File: src/rtl/alu_pkg.sv
// Shared decode/ALU definitions: opcodes, instruction field positions,
// shift-control encodings and NZCV bit indices.
package alu_pkg;
  localparam int DATA_W   = 32;
  localparam int REG_W    = 4;
  localparam int NUM_REGS = 16;

  localparam logic [3:0] OP_ADD    = 4'b0000;
  localparam logic [3:0] OP_SUB    = 4'b0001;
  localparam logic [3:0] OP_MUL    = 4'b0010;
  localparam logic [3:0] OP_OR     = 4'b0011;
  localparam logic [3:0] OP_AND    = 4'b0100;
  localparam logic [3:0] OP_XOR    = 4'b0101;
  localparam logic [3:0] OP_MOVN   = 4'b0110;
  localparam logic [3:0] OP_MOVREG = 4'b0111;
  localparam logic [3:0] OP_CMP    = 4'b1000;
  localparam logic [3:0] OP_LDR    = 4'b1001;
  localparam logic [3:0] OP_STR    = 4'b1010;
  localparam logic [3:0] OP_NOP    = 4'b1111;

  localparam int COND_HI = 31, COND_LO = 28;
  localparam int OPC_HI  = 27, OPC_LO  = 24;
  localparam int SBIT    = 23;
  localparam int SRC_HI  = 22, SRC_LO  = 20;
  localparam int RD_HI   = 19, RD_LO   = 16;
  localparam int RN_HI   = 15, RN_LO   = 12;
  localparam int RM_HI   = 11, RM_LO   = 8;
  localparam int IMM_HI  = 15, IMM_LO  = 0;

  localparam logic [2:0] SR_NONE = 3'b000;
  localparam logic [2:0] SR_LSL  = 3'b001;
  localparam logic [2:0] SR_LSR  = 3'b010;
  localparam logic [2:0] SR_ASR  = 3'b011;
  localparam logic [2:0] SR_ROR  = 3'b100;

  localparam int FLAG_N = 3, FLAG_Z = 2, FLAG_C = 1, FLAG_V = 0;

  typedef struct packed {
    logic [3:0]        opcode;
    logic              use_rn;
    logic              use_rm;
    logic              wb_en;
  } dec_t;

  typedef struct packed {
    logic [3:0]        cond;
    logic [3:0]        opcode;
    logic              sbit;
    logic [2:0]        srcontrol;
    logic [15:0]       imvalue;
    logic [DATA_W-1:0] in1;
    logic [DATA_W-1:0] in2;
    logic [REG_W-1:0]  rd;
    logic              wb_en;
  } ex_slot_t;

  // Undefined opcodes collapse to NOP so the ALU never sees them.
  function automatic dec_t decode_op(input logic [3:0] op);
    dec_t d;
    d.opcode = op;
    d.use_rn = 1'b0;
    d.use_rm = 1'b0;
    d.wb_en  = 1'b0;
    case (op)
      OP_ADD, OP_SUB, OP_MUL, OP_OR, OP_AND, OP_XOR: begin
        d.use_rn = 1'b1; d.use_rm = 1'b1; d.wb_en = 1'b1;
      end
      OP_CMP, OP_STR:    begin d.use_rn = 1'b1; d.use_rm = 1'b1; end
      OP_MOVN:           d.wb_en = 1'b1;
      OP_MOVREG, OP_LDR: begin d.use_rn = 1'b1; d.wb_en = 1'b1; end
      OP_NOP:            d.opcode = OP_NOP;
      default:           d.opcode = OP_NOP;
    endcase
    return d;
  endfunction
endpackage

File: src/rtl/decode_stage_if.sv
// Instruction, ALU-slot, writeback and flag signals of the decode stage.
interface decode_stage_if;
  import alu_pkg::*;
  logic              instr_valid;
  logic              instr_ready;
  logic [31:0]       instr;
  logic              ex_valid;
  logic              ex_ready;
  logic [3:0]        ex_cond;
  logic [3:0]        ex_opcode;
  logic              ex_sbit;
  logic [2:0]        ex_srcontrol;
  logic [15:0]       ex_imvalue;
  logic [DATA_W-1:0] ex_in1;
  logic [DATA_W-1:0] ex_in2;
  logic [REG_W-1:0]  ex_rd;
  logic              ex_wb_en;
  logic              wb_valid;
  logic [REG_W-1:0]  wb_rd;
  logic [DATA_W-1:0] wb_data;
  logic              flag_we;
  logic [3:0]        alu_flags;
  logic [3:0]        nzcv;

  modport master (
    output instr_valid, instr, ex_ready, wb_valid, wb_rd, wb_data, flag_we, alu_flags,
    input  instr_ready, ex_valid, ex_cond, ex_opcode, ex_sbit, ex_srcontrol,
           ex_imvalue, ex_in1, ex_in2, ex_rd, ex_wb_en, nzcv
  );
  modport slave (
    input  instr_valid, instr, ex_ready, wb_valid, wb_rd, wb_data, flag_we, alu_flags,
    output instr_ready, ex_valid, ex_cond, ex_opcode, ex_sbit, ex_srcontrol,
           ex_imvalue, ex_in1, ex_in2, ex_rd, ex_wb_en, nzcv
  );
endinterface

File: src/rtl/decode_stage_reg_file.sv
// 16x32 register file: two combinational read ports, one write port,
// same-cycle write data forwarded to matching reads.
module reg_file
  import alu_pkg::*;
(
  input  logic              clk,
  input  logic              reset,
  input  logic              we,
  input  logic [REG_W-1:0]  waddr,
  input  logic [DATA_W-1:0] wdata,
  input  logic [REG_W-1:0]  raddr1,
  output logic [DATA_W-1:0] rdata1,
  input  logic [REG_W-1:0]  raddr2,
  output logic [DATA_W-1:0] rdata2
);
  logic [NUM_REGS-1:0][DATA_W-1:0] regs;

  always_ff @(posedge clk or negedge reset) begin
    if (!reset)  regs <= '0;
    else if (we) regs[waddr] <= wdata;
  end

  assign rdata1 = (we && waddr == raddr1) ? wdata : regs[raddr1];
  assign rdata2 = (we && waddr == raddr2) ? wdata : regs[raddr2];
endmodule

File: src/rtl/decode_stage.sv
// Decode/operand-fetch stage: splits the instruction, reads operands, tracks
// pending destinations for RAW stalls and holds the result in the ALU slot.
module decode_stage
  import alu_pkg::*;
(
  input logic          clk,
  input logic          reset,
  decode_stage_if.slave bus
);
  logic [NUM_REGS-1:0] pending, pending_nxt;
  logic [REG_W-1:0]    rd, rn, rm;
  logic [DATA_W-1:0]   rdata1, rdata2;
  logic                byp_rn, byp_rm, hazard, slot_free, transfer;
  logic                ex_valid;
  logic [3:0]          nzcv;
  ex_slot_t            slot;
  dec_t                dec;

  assign rd  = bus.instr[RD_HI:RD_LO];
  assign rn  = bus.instr[RN_HI:RN_LO];
  assign rm  = bus.instr[RM_HI:RM_LO];
  assign dec = decode_op(bus.instr[OPC_HI:OPC_LO]);

  reg_file u_rf (
    .clk    (clk),
    .reset  (reset),
    .we     (bus.wb_valid),
    .waddr  (bus.wb_rd),
    .wdata  (bus.wb_data),
    .raddr1 (rn),
    .rdata1 (rdata1),
    .raddr2 (rm),
    .rdata2 (rdata2)
  );

  // A retiring writeback to a pending source clears the hazard; the read
  // port forwards its data in the same cycle.
  assign byp_rn    = bus.wb_valid && bus.wb_rd == rn;
  assign byp_rm    = bus.wb_valid && bus.wb_rd == rm;
  assign hazard    = (dec.use_rn && pending[rn] && !byp_rn) ||
                     (dec.use_rm && pending[rm] && !byp_rm);
  assign slot_free = !ex_valid || bus.ex_ready;
  assign bus.instr_ready = slot_free && !hazard;
  assign transfer  = bus.instr_valid && bus.instr_ready;

  // Set after clear so a new writer of the retiring register stays pending.
  always_comb begin
    pending_nxt = pending;
    if (bus.wb_valid)           pending_nxt[bus.wb_rd] = 1'b0;
    if (transfer && dec.wb_en)  pending_nxt[rd]        = 1'b1;
  end

  always_ff @(posedge clk or negedge reset) begin
    if (!reset) pending <= '0;
    else        pending <= pending_nxt;
  end

  always_ff @(posedge clk or negedge reset) begin
    if (!reset) begin
      ex_valid <= 1'b0;
      slot     <= '0;
    end else if (transfer) begin
      ex_valid       <= 1'b1;
      slot.cond      <= bus.instr[COND_HI:COND_LO];
      slot.opcode    <= dec.opcode;
      slot.sbit      <= bus.instr[SBIT];
      slot.srcontrol <= bus.instr[SRC_HI:SRC_LO];
      slot.imvalue   <= bus.instr[IMM_HI:IMM_LO];
      slot.in1       <= rdata1;
      slot.in2       <= rdata2;
      slot.rd        <= rd;
      slot.wb_en     <= dec.wb_en;
    end else if (slot_free) begin
      ex_valid <= 1'b0;
    end
  end

  always_ff @(posedge clk or negedge reset) begin
    if (!reset)           nzcv <= '0;
    else if (bus.flag_we) nzcv <= bus.alu_flags;
  end

  assign bus.ex_valid     = ex_valid;
  assign bus.ex_cond      = slot.cond;
  assign bus.ex_opcode    = slot.opcode;
  assign bus.ex_sbit      = slot.sbit;
  assign bus.ex_srcontrol = slot.srcontrol;
  assign bus.ex_imvalue   = slot.imvalue;
  assign bus.ex_in1       = slot.in1;
  assign bus.ex_in2       = slot.in2;
  assign bus.ex_rd        = slot.rd;
  assign bus.ex_wb_en     = slot.wb_en;
  assign bus.nzcv         = nzcv;
endmodule

File: src/flat_wrapper.sv
// flat-port wrapper written by rule: the top's interface ports become plain ports
module decode_stage_flat import alu_pkg::*;
  (clk, reset, bus_instr_valid, bus_instr, bus_ex_ready, bus_wb_valid, bus_wb_rd, bus_wb_data, bus_flag_we, bus_alu_flags, bus_instr_ready, bus_ex_valid, bus_ex_cond, bus_ex_opcode, bus_ex_sbit, bus_ex_srcontrol, bus_ex_imvalue, bus_ex_in1, bus_ex_in2, bus_ex_rd, bus_ex_wb_en, bus_nzcv);
  decode_stage_if bus_i ();
  input logic clk;
  input logic reset;
  input wire logic [$bits(bus_i.instr_valid)-1:0] bus_instr_valid;
  input wire logic [$bits(bus_i.instr)-1:0] bus_instr;
  input wire logic [$bits(bus_i.ex_ready)-1:0] bus_ex_ready;
  input wire logic [$bits(bus_i.wb_valid)-1:0] bus_wb_valid;
  input wire logic [$bits(bus_i.wb_rd)-1:0] bus_wb_rd;
  input wire logic [$bits(bus_i.wb_data)-1:0] bus_wb_data;
  input wire logic [$bits(bus_i.flag_we)-1:0] bus_flag_we;
  input wire logic [$bits(bus_i.alu_flags)-1:0] bus_alu_flags;
  output wire logic [$bits(bus_i.instr_ready)-1:0] bus_instr_ready;
  output wire logic [$bits(bus_i.ex_valid)-1:0] bus_ex_valid;
  output wire logic [$bits(bus_i.ex_cond)-1:0] bus_ex_cond;
  output wire logic [$bits(bus_i.ex_opcode)-1:0] bus_ex_opcode;
  output wire logic [$bits(bus_i.ex_sbit)-1:0] bus_ex_sbit;
  output wire logic [$bits(bus_i.ex_srcontrol)-1:0] bus_ex_srcontrol;
  output wire logic [$bits(bus_i.ex_imvalue)-1:0] bus_ex_imvalue;
  output wire logic [$bits(bus_i.ex_in1)-1:0] bus_ex_in1;
  output wire logic [$bits(bus_i.ex_in2)-1:0] bus_ex_in2;
  output wire logic [$bits(bus_i.ex_rd)-1:0] bus_ex_rd;
  output wire logic [$bits(bus_i.ex_wb_en)-1:0] bus_ex_wb_en;
  output wire logic [$bits(bus_i.nzcv)-1:0] bus_nzcv;
  assign bus_i.instr_valid = bus_instr_valid;
  assign bus_i.instr = bus_instr;
  assign bus_i.ex_ready = bus_ex_ready;
  assign bus_i.wb_valid = bus_wb_valid;
  assign bus_i.wb_rd = bus_wb_rd;
  assign bus_i.wb_data = bus_wb_data;
  assign bus_i.flag_we = bus_flag_we;
  assign bus_i.alu_flags = bus_alu_flags;
  assign bus_instr_ready = bus_i.instr_ready;
  assign bus_ex_valid = bus_i.ex_valid;
  assign bus_ex_cond = bus_i.ex_cond;
  assign bus_ex_opcode = bus_i.ex_opcode;
  assign bus_ex_sbit = bus_i.ex_sbit;
  assign bus_ex_srcontrol = bus_i.ex_srcontrol;
  assign bus_ex_imvalue = bus_i.ex_imvalue;
  assign bus_ex_in1 = bus_i.ex_in1;
  assign bus_ex_in2 = bus_i.ex_in2;
  assign bus_ex_rd = bus_i.ex_rd;
  assign bus_ex_wb_en = bus_i.ex_wb_en;
  assign bus_nzcv = bus_i.nzcv;
  decode_stage u_core (.clk(clk), .reset(reset), .bus(bus_i));
endmodule
File: config.mk
export PLATFORM = sky130hd
export DESIGN_NAME = decode_stage_flat
export DESIGN_NICKNAME = d
export VERILOG_FILES = /design/src/rtl/alu_pkg.sv /design/src/rtl/decode_stage_if.sv /design/src/rtl/decode_stage_reg_file.sv /design/src/rtl/decode_stage.sv /design/src/flat_wrapper.sv
export SDC_FILE = /design/constraint.sdc
export NUM_CORES = 1
export LEC_CHECK = 0
export BUFFER_PORTS_ARGS = -buffer_cell sky130_fd_sc_hd__buf_2
export CAP_MARGIN = 40
export CORE_MARGIN = 2
export CORE_UTILIZATION = 35
export CTS_CLUSTER_DIAMETER = 40
export DETAILED_ROUTE_END_ITERATION = 6
export SYNTH_ARGS = -nofsm -noshare
export SYNTH_HDL_FRONTEND = slang
export SYNTH_HIERARCHICAL = 1
export SYNTH_SLANG_ARGS = --single-unit
File: constraint.sdc
create_clock -name clk -period 2.3 [get_ports clk]
set_input_delay 0.345 -clock clk [delete_from_list [all_inputs] [get_ports clk]]
set_output_delay 0.345 -clock clk [all_outputs]
set_load 0.03 [all_outputs]
# Yosys cells after proc, flatten, opt, wreduce, memory -nomap -nowiden
# Index checks and enable logic that the tools add are counted.
# totals
register_bits	630
inputBits	78
word_cells	97
# op_classes
order_cmp	6
eq_ne	12
muxes	25
n_bitwise	3
reduce_logical	23
# op_table
op	n
bitwise mux 512 bit	1
binary-select mux 32 bit (select 4 bit)	2
2-to-1 mux 32 bit	5
demux 32 bit (select 4 bit)	1
2-to-1 mux 16 bit	2
less-than comparator 4 x 5 -> 1 bit (second input constant)	4
AND 16 bit	1
equality test 4 x 3 -> 1 bit (second input constant)	4
NOT 16 bit	1
OR 16 bit	1
equality test 4 bit (second input constant)	3
logical AND 1 bit	11
OR reduction 11 bit	1
OR reduction 10 bit	1
2-to-1 mux 1 bit	9
OR reduction 9 bit	1
binary-select mux 1 bit (select 4 bit)	2
demux 1 bit (select 4 bit)	2
equality test 4 x 2 -> 1 bit (second input constant)	2
equality test 4 bit	2
greater-or-equal comparator 4 x 1 -> 1 bit (second input constant)	2
OR reduction 8 bit	1
equality test 4 x 1 -> 1 bit (second input constant)	1
logical NOT 1 bit	4
other kinds (4)	5

# Depth between registers and ports, before layout
# logic_depth
depth_word	11
mapped_depth	10

# Hierarchy
# The synthesis kept the hierarchy.
# modules_own_cells
mod	n_inst	cells_each	area_each_um2	seq_area_each_um2
reg_file	1	1753	27283.7	12812.3
decode_stage	1	363	5332.6	2952.8

# Least setup slack after synthesis
# Ideal clock, no wire load.
# synth_path
path_kind	input to register
start	input port bus_instr[12]
end	register u_core.slot (netlist bit u_core/bus.ex_in1[20])
setup_ns	0.127
arrival_ns	2.282
required_time_ns	2.173
setup_slack_ns	-0.109
cell_stages	8
n_path_buf	3
cell_sequence	clkbuf_1 -> buf_2 -> buf_2 -> mux4_2 -> a22oi_1 -> nand2_1 -> mux2_2 -> mux2_1
# synth_between
elab_cells_between_ends	14
# synth_rtl
element	line	rtl
start: declaration	flat_wrapper.sv:8	input wire logic [$bits(bus_i.instr)-1:0] bus_instr;
binary-select mux 32 bit (select 4 bit) or equality test 4 bit (tied branches)	decode_stage_reg_file.sv:23	assign rdata1 = (we && waddr == raddr1) ? wdata : regs[raddr1];
2-to-1 mux 32 bit (implied by the code) or logical AND 1 bit (tied branches)	decode_stage_reg_file.sv:23	
2-to-1 mux 32 bit *	decode_stage_reg_file.sv:23	
via u_core.rdata1[20]	decode_stage.sv:12	logic [DATA_W-1:0] rdata1, rdata2;
end: declaration	decode_stage.sv:16	ex_slot_t slot;
# The timed path passes the listed nets; every way through them passes the cells marked *. The select of a mux whose other input is x is not followed.
# A chain may end at the register's enable or synchronous reset.

# Worst setup path in the final report
# layout_path
start	register u_core.pending[10]
end	output port bus_instr_ready
# layout_between
elab_chain_cells	7
elab_cells_between_ends	11
# layout_lines
element	line	rtl
start: declaration	decode_stage.sv:10	logic [NUM_REGS-1:0] pending, pending_nxt;
start signal: assignment	decode_stage.sv:55	else pending <= pending_nxt;
binary-select mux 1 bit (select 4 bit), on equally long branches	decode_stage.sv:40, decode_stage.sv:41	
2-to-1 mux 1 bit, on equally long branches	decode_stage.sv:40, decode_stage.sv:41	
logical AND 1 bit, on equally long branches (2 in series)	decode_stage.sv:40, decode_stage.sv:41	
logical OR 1 bit *	decode_stage.sv:40	assign hazard = (dec.use_rn && pending[rn] && !byp_rn) ||
logical NOT 1 bit *	decode_stage.sv:43	assign bus.instr_ready = slot_free && !hazard;
logical AND 1 bit *	decode_stage.sv:43	
end: declaration	flat_wrapper.sv:15	output wire logic [$bits(bus_i.instr_ready)-1:0] bus_instr_ready;
# Every way passes the cells marked *; elsewhere a longest branch is shown, timed or not. The select of a mux whose other input is x is not followed.

==> reports/qor.tcl <==
set qor(run_status) {finished, violations left}
set qor(violations) {setup timing}
set qor(setup.worst_path.end_class) {output port}
set qor(timing.hold.worst.start) {bus_instr[19]}
set qor(routedWlPerCell_um) 27.0
set qor(worstSkewPairLatency_ns) 0.67
set qor(syn_nets) 2194
set qor(unrepaired_setup_endpoints_after_global_routing) {true}
set qor(synth_edf_count) 0
set qor(yosys_warnings) 6
set qor(placeableCoreArea_um2) 91900
set qor(cts_tree) {built}
set qor(min-delay-path-class) {in2reg}
set qor(worst_pin_slew_ns) 0.681
set qor(syn_inst) 2116
set qor(hold_violations) 0
set qor(placer_congestion) 0.808
set qor(remaining_number_of_nets_flagged_by_the_antenna_check_after_routing) 0
set qor(worst_slew_margin_rel_pct) 54.5
set qor(worstPathRequired_ns) 1.96
set qor(clock_root_cell) {clkbuf_16}
set qor(min_path_cells) 2
set qor(place.detailed.hpwl_um) 61900
set qor(max-cap-violations) 0
set qor(standby_leakage_power_nw) 17.8
set qor(htreeDepth) 3
set qor(overflow) 0
set qor(syn-mean-instance-area_um2) 15.4
set qor(dieHeight_um) 309
set qor(layout.cell_area.non_filler_um2) 41600
set qor(flow.area_growth_from_synthesis_pct) 27.6
set qor(placed_area_um2) 36800
set qor(instance_count_after_placement_with_tap_cells_included) 3531
set qor(wl_um) 102000
set qor(final_min_period_over_clock_period_pct) 122
set qor(critical_path_peak_fanout) 2
set qor(ctsLongestPathBuffers) 3
set qor(arrival_ns) 2.46
set qor(drc) 0
set qor(vias) 21400
set qor(worst_r2r_endpoint) {u_core/bus.ex_imvalue[2]}
set qor(setup_violations) 112
set qor(floorplan.io_pins) 181
set qor(grt_usage_pct) 21.5
set qor(drt-initial-drc-count) 1623
set qor(netlist.area_leader.share_pct) 48.3
set qor(tritoncts.num_buffers) 103
set qor(floorplan.initialDensity_pct) 35.5
set qor(grt_antenna_before_repair) 5
set qor(timing.final.crit_period_ns) 2.80
set qor(clock_transition_at_the_registers_of_the_reported_paths_ns) 0.05
set qor(post-synth-top-area-cell) {dfrtp_1}
set qor(final-max-slew-violation-count) 0
set qor(post_drt_via_cell_ratio) 5.65
set qor(fraction_of_final_layout_cells_sized_beyond_drive_strength_1_pct) 61.5
set qor(post_synth_num_cell_types) 45
set qor(final.setup.worst_slack_ns) -0.503
set qor(detail_route.first_pass.iterations) 5
set qor(grt_first_pass_wirelength_um) 153000
set qor(layoutNonFillerInstCount) 3793
set qor(clock-skew-final_ns) 0.0374
set qor(die-area_um2) 95600
set qor(synth.ff_latch_count) 630
set qor(worst_setup_path_start_kind) {register}
set qor(launching_point_of_the_worst_reg2reg_path) {u_core/pending[10]}
set qor(synth.area.top_cells) {dfrtp_1 (48%), mux2_2 (22%), mux4_2 (18%)}
set qor(first_global_vias) 23500
set qor(synth_area_um2) 32600
set qor(power-per-cell-area_nw_per_um2) 1030
set qor(worst-r2r-cell-count) 11
set qor(largest_vdd_supply_drop_mv) 0.631
set qor(die_width_um) 309
set qor(finish.net_count) 2537
set qor(worst-r2r-setup-slack_ns) -0.33
set qor(whs_endpoint) {u_core/bus.ex_rd[3]}
set qor(yosys_most_used_dff) {dfrtp_1}
set qor(setup_crit_path_kind) {reg2out}
set qor(fp-row-count) 111
set qor(synth_async_sr_flop_share_pct) 100
set qor(seq_area_frac_synth_pct) 48.3
set qor(buffer_ports.inserted) 180
set qor(clock-sinks) 630
set qor(fmax_ghz) 0.357
set qor(pin_count_of_the_biggest_net_entering_global_routing) 74
==> critical path, cell delays in order (launching register included) <==
cell      delay (ns)
dfrtp_1         0.38
mux2_4          0.28
a311oi_2        0.27
o311ai_1        0.14
o211ai_1        0.19
buf_4           0.17
o31a_1          0.20
buf_6           0.16
==> logic make-up (layout without fill, tap and decap cells) <==
| logic type | after synthesis | in the layout | share of synthesized area (%) |
|---|---|---|---|
| other | 0 | 1 | 0 |
| muxes | 949 | 949 | 42.2 |
| buffers and inverters | 205 | 638 | 2.99 |
| and+or+nand+nor | 147 | 147 | 2.14 |
| xor gates and xnor gates | 16 | 16 | 0.430 |
| AOI/OAI and AO/OA | 169 | 169 | 3.91 |
| DFF | 630 | 630 | 48.3 |
==> state kept, by name, indices dropped and copies added, names as in the netlist, 4 cells and up <==
name / cells
u_core/u_rf/regs: 512
u_core/bus.nzcv: 4
u_core/pending: 16
u_core/bus.ex_cond: 4
u_core/bus.ex_rd: 4
u_core/bus.ex_in1: 32
u_core/bus.ex_in2: 32
u_core/bus.ex_imvalue: 16
u_core/bus.ex_opcode: 4
==> Yosys cell counts (11+ instances only) <==
library cell  count
a22oi_1         124
clkbuf_1        114
mux2_1           11
a21bo_2          12
dfrtp_1         630
buf_1            11
mux2_2          627
o21ai_0          14
mux4_2          261
nor2_1           12
xor2_1           12
mux2_4           40
nand2_1          76
buf_2            56
nor3_1           15
==> cell usage in the layout, fill, tap and decap left out, types with 10 or more instances in the layout <==
cell,instances
buf_6,10
buf_4,108
nand2_1,75
mux4_2,261
o21ai_0,14
buf_8,14
a21bo_2,10
a22oi_1,124
clkbuf_16,104
mux2_4,97
mux2i_1,10
nor3_1,15
inv_6,10
dlygate4sd3_1,29
dfrtp_1,630
clkbuf_8,15
mux2_2,573
xor2_1,12
buf_12,91
clkinvlp_4,18
clkinv_2,17
buf_2,174
nor2_4,11
==> per-stage QoR <==
stage	setup TNS [ns]	worst slack [ns]	power (mW)	hold slack [ns]	utilization, %
floorplan	-0.456	-0.0225	23.0	0.0494	-
global placement	-28.40	-0.377	26.0	0.342	40.0
detailed placement	-28.52	-0.376	26.5	0.345	40.0
CTS	-19.49	-0.542	43.2	0.0136	45.3
global route	-30.62	-0.624	44.8	0.0401	45.3
finish	-20.63	-0.503	42.9	0.0577	45.3
==> power by group <==
group	total [mW]	internal, mW	switching (mW)
Combinational	11.1	6.20	4.89
Sequential	16.0	14.0	2.06
Clock	15.8	9.85	5.93
Total	42.9	30.0	12.9
==> metal layers <==
| layer | share of wire (%) | track usage [%] |
|---|---|---|
| met2 | 49 | 35.6 |
| met5 | 0.035 | 0 |
| met3 | 6.3 | 4.00 |
| met1 | 42 | 28.5 |
| met4 | 2.8 | 7.30 |
==> timing repair <==
action                                 in CTS  in global routing
pin swaps                                   5                  3
gates resized for setup                   102                 28
endpoints found under the hold margin      66                  0
cloned                                     15                  1
hold buffers                               29                  0
buffers inserted                           23                  8
setup endpoints to repair                 104                115
==> worst max path at each step <==
stage,depth (start not counted),startpoint,slack [ns],endpoint
floorplan,8,bus_instr[12],-0.02,u_core/bus.ex_in1[25]
global placement,8,bus_instr[12],-0.38,u_core/bus.ex_in2[9]
detailed placement,8,bus_instr[12],-0.38,u_core/bus.ex_in2[5]
CTS,7,u_core/pending[10],-0.54,bus_instr_ready
global route,7,u_core/pending[10],-0.62,bus_instr_ready
finish,7,u_core/pending[10],-0.50,bus_instr_ready
==> layout make-up <==
| cell class | count | area (µm²) |
|---|---|---|
| antenna | 1 | 2.50 |
| clock buffer | 125 | 2810 |
| clock inverter | 70 | 800 |
| fill | 8004 | 50300 |
| inverter | 7 | 26.3 |
| multi-input combinational | 1281 | 16300 |
| sequential | 630 | 15800 |
| tap | 1243 | 1560 |
| timing repair buffer | 436 | 4390 |
No activity file was read; power rests on OpenSTA's default activity.
